### src/rtl/async_fifo_wr_arb.sv
`default_nettype none
// ============================================================================
// Module      : async_fifo_wr_arb
// Description : Round-robin burst arbiter feeding the write side of a FIFO.
// Revision    : 1.0 - initial release
// ============================================================================
module async_fifo_wr_arb #(
    parameter int NUM_REQ   = 4,
    parameter int DATA_W    = 8,
    parameter int MAX_BURST = 4
) (
    input  logic                        wclk,
    input  logic                        wrst,
    input  logic [NUM_REQ-1:0]          req_valid,
    input  logic [NUM_REQ*DATA_W-1:0]   req_data,
    input  logic [NUM_REQ-1:0]          req_last,
    output logic [NUM_REQ-1:0]          req_ready,
    input  logic                        wfull,
    output logic                        winc,
    output logic [DATA_W-1:0]           wdata,
    output logic [$clog2(NUM_REQ)-1:0]  grant_id,
    output logic                        busy,
    output logic [15:0]                 stall_cnt
);

    localparam int c_gid_w = $clog2(NUM_REQ);
    localparam int c_cnt_w = $clog2(MAX_BURST + 1);

    typedef enum logic [0:0] {
        S_IDLE  = 1'b0,
        S_BURST = 1'b1
    } state_t;

    state_t               r_state;
    state_t               w_state_nxt;
    logic [c_gid_w-1:0]   r_grant_id;
    logic [c_gid_w-1:0]   w_grant_nxt;
    logic [c_gid_w-1:0]   r_rr_ptr;
    logic [c_gid_w-1:0]   w_rr_nxt;
    logic [c_gid_w-1:0]   w_pick;
    logic [c_gid_w-1:0]   w_cand;
    logic [c_gid_w-1:0]   w_next_ptr;
    logic [c_cnt_w-1:0]   r_beat_cnt;
    logic [c_cnt_w-1:0]   w_beat_nxt;
    logic [15:0]          r_stall_cnt;
    logic [DATA_W-1:0]    w_slice;
    logic                 w_found;
    logic                 w_busy;
    logic                 w_own_valid;
    logic                 w_own_last;
    logic                 w_xfer;
    logic                 w_last_beat;
    int                   w_idx;

    assign w_busy      = (r_state == S_BURST);
    assign w_own_valid = req_valid[r_grant_id];
    assign w_own_last  = req_last[r_grant_id];
    assign w_xfer      = w_busy & w_own_valid & ~wfull;
    assign w_last_beat = (r_beat_cnt == c_cnt_w'(MAX_BURST - 1));
    assign w_next_ptr  = (r_grant_id == c_gid_w'(NUM_REQ - 1)) ? '0 : r_grant_id + 1'b1;

    // Owner data mux over constant slices keeps a non-power-of-two NUM_REQ safe.
    always_comb begin
        w_slice = '0;
        for (int i = 0; i < NUM_REQ; i++) begin
            if (r_grant_id == c_gid_w'(i)) begin
                w_slice = req_data[i*DATA_W +: DATA_W];
            end
        end
    end

    // Scan from farthest to nearest so the last hit is the first valid after rr_ptr.
    always_comb begin
        w_found = 1'b0;
        w_pick  = '0;
        w_idx   = 0;
        w_cand  = '0;
        for (int k = NUM_REQ - 1; k >= 0; k--) begin
            w_idx = int'(r_rr_ptr) + k;
            if (w_idx >= NUM_REQ) begin
                w_idx = w_idx - NUM_REQ;
            end
            w_cand = c_gid_w'(w_idx);
            if (req_valid[w_cand]) begin
                w_found = 1'b1;
                w_pick  = w_cand;
            end
        end
    end

    always_comb begin
        w_state_nxt = r_state;
        w_grant_nxt = r_grant_id;
        w_rr_nxt    = r_rr_ptr;
        w_beat_nxt  = r_beat_cnt;
        case (r_state)
            S_IDLE: begin
                if (w_found) begin
                    w_grant_nxt = w_pick;
                    w_beat_nxt  = '0;
                    w_state_nxt = S_BURST;
                end
            end
            S_BURST: begin
                if (w_xfer) begin
                    w_beat_nxt = r_beat_cnt + 1'b1;
                end
                if (!w_own_valid || (w_xfer && (w_own_last || w_last_beat))) begin
                    w_state_nxt = S_IDLE;
                    w_rr_nxt    = w_next_ptr;
                end
            end
            default: w_state_nxt = S_IDLE;
        endcase
    end

    always_ff @(posedge wclk or posedge wrst) begin
        if (wrst) begin
            r_state    <= S_IDLE;
            r_grant_id <= '0;
            r_rr_ptr   <= '0;
            r_beat_cnt <= '0;
        end else begin
            r_state    <= w_state_nxt;
            r_grant_id <= w_grant_nxt;
            r_rr_ptr   <= w_rr_nxt;
            r_beat_cnt <= w_beat_nxt;
        end
    end

    always_ff @(posedge wclk or posedge wrst) begin
        if (wrst) begin
            r_stall_cnt <= '0;
        end else if (w_busy && w_own_valid && wfull && (r_stall_cnt != 16'hFFFF)) begin
            r_stall_cnt <= r_stall_cnt + 16'd1;
        end
    end

    always_comb begin
        req_ready = '0;
        if (w_busy && !wfull) begin
            req_ready[r_grant_id] = 1'b1;
        end
    end

    assign winc      = w_xfer;
    assign wdata     = w_busy ? w_slice : '0;
    assign grant_id  = r_grant_id;
    assign busy      = w_busy;
    assign stall_cnt = r_stall_cnt;

endmodule
`default_nettype wire
### config.mk
export PLATFORM = sky130hd
export DESIGN_NAME = async_fifo_wr_arb
export DESIGN_NICKNAME = d
export VERILOG_FILES = /design/src/rtl/async_fifo_wr_arb.sv
export SDC_FILE = /design/constraint.sdc
export NUM_CORES = 1
export LEC_CHECK = 0
export ABC_AREA = 1
export CAP_MARGIN = 20
export CELL_PAD_IN_SITES_DETAIL_PLACEMENT = 0
export CELL_PAD_IN_SITES_GLOBAL_PLACEMENT = 1
export CORE_ASPECT_RATIO = 1.4
export CORE_MARGIN = 4
export CORE_UTILIZATION = 32
export DETAILED_ROUTE_END_ITERATION = 10
export PLACE_DENSITY_LB_ADDON = 0.1
export REMOVE_ABC_BUFFERS = 1
export SYNTH_ARGS = -nofsm -noshare
export SYNTH_HDL_FRONTEND = slang
export SYNTH_SLANG_ARGS = --single-unit
### constraint.sdc
create_clock -name wclk -period 3.2 [get_ports wclk]
set_input_delay 0.8 -clock wclk [delete_from_list [all_inputs] [get_ports wclk]]
set_output_delay 0.8 -clock wclk [all_outputs]
set_load 0.01 [all_outputs]
; ---- Yosys cells after proc, flatten, opt, wreduce, memory -nomap -nowiden
; Index checks and enable logic that the tools add are counted.
[totals]
input_bits = 43
elab_cells = 89
output_inout_bits = 32
ff_bits = 24
[op_classes]
n_eq_ne = 7
add_sub_neg = 10
reduce_logical = 14
magnitude_cmp = 10
bitwise_logic = 4
mux = 39
[op_table]
columns = operator, n
row1 = two-way mux 8 bit, 5
row2 = two-way mux 2 bit, 9
row3 = "adder 16 x 1 -> 16 bit, second input constant", 1
row4 = "inequality test 16 bit, second input constant", 1
row5 = "less-than comparator 2 x 3 -> 1 bit, second input constant", 5
row6 = two-way mux 1 bit, 13
row7 = binary-select mux 1 bit (select 2 bit), 6
row8 = ">= comparator 3 bit, second input constant", 3
row9 = "subtractor 2 x 1 -> 2 bit, second input constant", 4
row10 = "adder 2 x 2 -> 3 bit, second input constant", 2
row11 = logical AND 1 bit, 6
row12 = two-way mux 3 bit, 2
row13 = case mux 3 bit (2 select lines), 1
row14 = AND reduction 2 bit, 3
row15 = "== test 2 bit, second input constant", 2
row16 = two-way mux 4 bit, 1
row17 = "adder 2 x 1 -> 3 bit, second input constant", 1
row18 = "adder 3 x 1 -> 3 bit, second input constant", 1
row19 = "== test 3 x 2 -> 1 bit, second input constant", 1
row20 = ">= comparator 2 x 3 -> 1 bit, second input constant", 1
row21 = "adder 2 x 1 -> 2 bit, second input constant", 1
row22 = AND 1 bit, 2
row23 = demux 1 bit (select 2 bit), 1
row24 = "== test 2 x 1 -> 1 bit, second input constant", 1
row25 = other kinds (8), 11

; ---- Longest topological paths before layout
[logic_depth]
depth_word = 11
depth_mapped = 11

; ---- Worst setup path before layout
; No wires, ideal clock.
[synth_timing]
path_kind = register to output
start = reg r_grant_id[0], in the netlist grant_id[0]
end = out wdata[0]
t_arrival_ps = 1522
stages_incl_launch_ff = 8
path_buffers = 1
path_slack_ps = 878
path_cell_list = dfrtp_1 -> inv_2 -> ha_1 -> clkbuf_1 -> a21oi_1 -> o21ai_0 -> o21ai_0 -> a21oi_1
[synth_via]
elab_chain_len = 6
[synth_lines]
columns = item, line_no
row1 = start: declaration, 36  ; logic [c_gid_w-1:0] r_grant_id;
row2 = start signal: assignment, 125  ; r_grant_id <= w_grant_nxt;
row3 = logical NOT 2 bit, 66  ; if (r_grant_id == c_gid_w'(i)) begin
row4 = two-way mux 8 bit (3 in series), 66
row5 = two-way mux 8 bit *, 66
row6 = two-way mux 8 bit *, 147  ; assign wdata = w_busy ? w_slice : '0;
row7 = end: declaration, 20  ; output logic [DATA_W-1:0] wdata,
; Mark *: on every way between the ends. The rest lies on a longest branch, timed or not.

; ---- Final worst setup path
[layout_timing]
start = in wfull
end = out req_ready[3]
[layout_via]
elab_chain_len = 3
[layout_lines]
columns = item, line_no
row1 = start: declaration, 18  ; input logic wfull,
row2 = logical NOT 1 bit, 141  ; if (w_busy && !wfull) begin
row3 = logical AND 1 bit, 141
row4 = two-way mux 4 bit, 141
row5 = end: declaration, 17  ; output logic [NUM_REQ-1:0] req_ready,
; No other way between the ends.

==> reports/metrics.csv <==
metric;value;unit
Tot Pwr;2.186;mW
worst-margin pin slew;0.4182;ns
CTS clk-pin slew, worst paths;0.08;ns
Congestion Overflow GR;0;
Final GP Congestion;0.7550;
largest net degree at the start of global routing;25;
R2R Setup Slk;1.35;ns
final wirelength;5815;µm
placed cell area;2783;µm²
die height;100.5;µm
post-detailed-route DRC marker count;0;
DR WL/cell;13.19;µm
Crit Path Class;in2out;
RSZ-0062 raised after global routing;false;
worst reg-to-reg path cell count;8;
Worst Path Required;2.40;ns
CP Capture Type;primary output;
CTS Sinks;24;
Max Clock Skew;0.009180;ns
final setup fails;0;
DPL Wire Length;4530;µm
Total Neg Setup Slack;0;ns
ant diodes;0;
DRT antenna net count;0;
dominant cell type by area after synthesis;dfrtp_1;
Port-buffer cells;74;
Peak Freq;326.2;MHz
pwr dens;766.7;nW/µm²
top_reg_cell synth;dfrtp_1;
share of the synthesized area in the top cell type;30.71;%
cts hold-fix bufs;0;
Synth area leaders;dfrtp_1, nand2_1, o21ai_0;
CP max FO;4;
cts bufs inserted;3;
Worst Hold Class;reg2reg;
via count;2112;
worst-skew pair later-pin latency;0.27;ns
leakage power total;1.265;nW
FF+latch area;600.6;µm²
Fill cells;629;
WP data arrival;2.27;ns
Yosys reg bits;24;
most frequent cell after synthesis;nand2_1;
Max clock buf depth;2;
Max VDD drop;0.3665;mV
Slew headroom;72.12;%
crit path time final;3.066;ns
crit path launch type;primary input;
Hold Path Sink;r_beat_cnt[0]$_DFFE_PP0P_;
Worst Setup SP;wfull;
Seq/Total Area, Yosys;30.71;%
synthesis-to-finish area growth;45.81;%
Synth cell types;28;
EDFF count, synth;0;
CTS tree;built;
run status;completed;
Final Cycle Share;95.81;%
H-Tree Level Count;1;
WHS Path Cells;1;
vias in the first global route;2094;
Worst Hold Margin;0.5030;ns
Syn Area/Cell;6.652;µm²
Core Box Area;5904;µm²
Final Slew Violations;0;
ys async rst share;100.0;%
Rows;33;
Net count, final;423;
share of cells above drive strength 1;10.78;%
initial DRC count;42;
Post-Syn Area;1956;µm²
global-route wire length before repair;9742;µm
DR vias/cell;4.789;
starting density of the core;33.12;%
Max Cap Viol;0;
Final Cell Area;2851;µm²
chip width;74.07;µm
r2r endpoint;stall_cnt[4]$_DFFE_PP0P_;
Root Driver;clkbuf_8;
Syn Inst Count;294;
GRT Overall Usage;16.39;%
Synth top cells by count;nand2_1, o21ai_0, nor2_1;
# IOs;75;
HP Start;r_beat_cnt[0]$_DFFE_PP0P_;
Ys Warns;0;
Critical R2R Launch;stall_cnt[0]$_DFFE_PP0P_;
multi-input logic area;1181;µm²
antenna violations before repair;0;
Die Area;7444;µm²
first-pass detailed-route iteration total;5;
final hold violations;0;
## per-stage QoR
step / setup WS (ns) / utilization, % / std cells
global route: 0.005574 / 48.29 / 441
global placement: 0.06870 / 47.13 / 437
floorplan: 0.9129 / - / 285
CTS: 0.06624 / 47.83 / 440
finish: 0.1339 / 48.29 / 441
detailed placement: 0.07161 / 47.13 / 437
## per-layer routing
layer,vias to the layer above,global-route usage (%),part of all wire (%)
met5,-,0,0
met4,0,3.347,0.77
met3,6,1.996,5.4
met2,61,29.58,51
met1,941,20.52,43
li1,1104,-,-
## registers in the layout, indices dropped and copies added, names as in the netlist
signal,flops
busy,1
grant_id,2
r_beat_cnt,3
r_rr_ptr,2
stall_cnt,16
## how the worst max path moves through the flow
stage	to	slack [ns]	cells past startpoint
after CTS	winc	0.07	6
after detailed placement	winc	0.07	6
after global placement	winc	0.07	6
final	req_ready[3]	0.13	6
after floorplan	wdata[4]	0.91	7
after global routing	wdata[1]	0.006	8
## cells by family after synthesis
group           after synthesis  synth area share, %
xor+xnor                     13                5.822
compound gates               57                15.35
fa+ha+maj                     7                4.478
buf+inv                      41                9.276
flops                        24                30.71
simple gates                152                34.36
## repair_timing
action | 4_1_cts | 5_1_grt
resized for setup | 0 | 8
setup endpoints to repair | 0 | 9
buffers inserted | 0 | 0
## worst max-delay path, cell delays in order
cell             delay (ns)
clkdlybuf4s50_1        0.44
nor2_1                 0.15
inv_1                  0.08
buf_4                  0.15
nor2_1                 0.08
clkdlybuf4s50_1        0.56
## cell type report
class	instances	area share (%)
Inverter	32	4.476
Clock buffer	3	1.448
Timing Repair inverter	1	0.1755
Multi-Input combinational cell	229	41.42
Timing Repair Buffer	82	28.35
Sequential cell	24	21.06
Tap cell	70	3.072
## cell usage in the layout, fill, tap and decap left out, drive strengths merged
cell type      netlist  routed
or2                  1       1
buf                  5       8
nor3                 5       5
clkdlybuf4s50        0      71
nand4                4       4
dfrtp               24      24
clkinvlp             0       3
ha                   7       7
nor2                31      31
dlymetal6s2s         0       3
nand3b               2       2
a21oi               17      17
xnor2                7       7
nand3               21      21
nand2               88      88
o21ai               40      40
xor2                 6       6
inv                 31      30
clkbuf               4       3
## power breakdown
group	internal, mW	leakage, nW	total, mW	switching [mW]
Sequential	0.404	0.315	0.534	0.130
Combinational	0.674	0.928	1.47	0.794
Clock	0.0843	0.0216	0.184	0.0996
(Power assumes the default switching activity.)
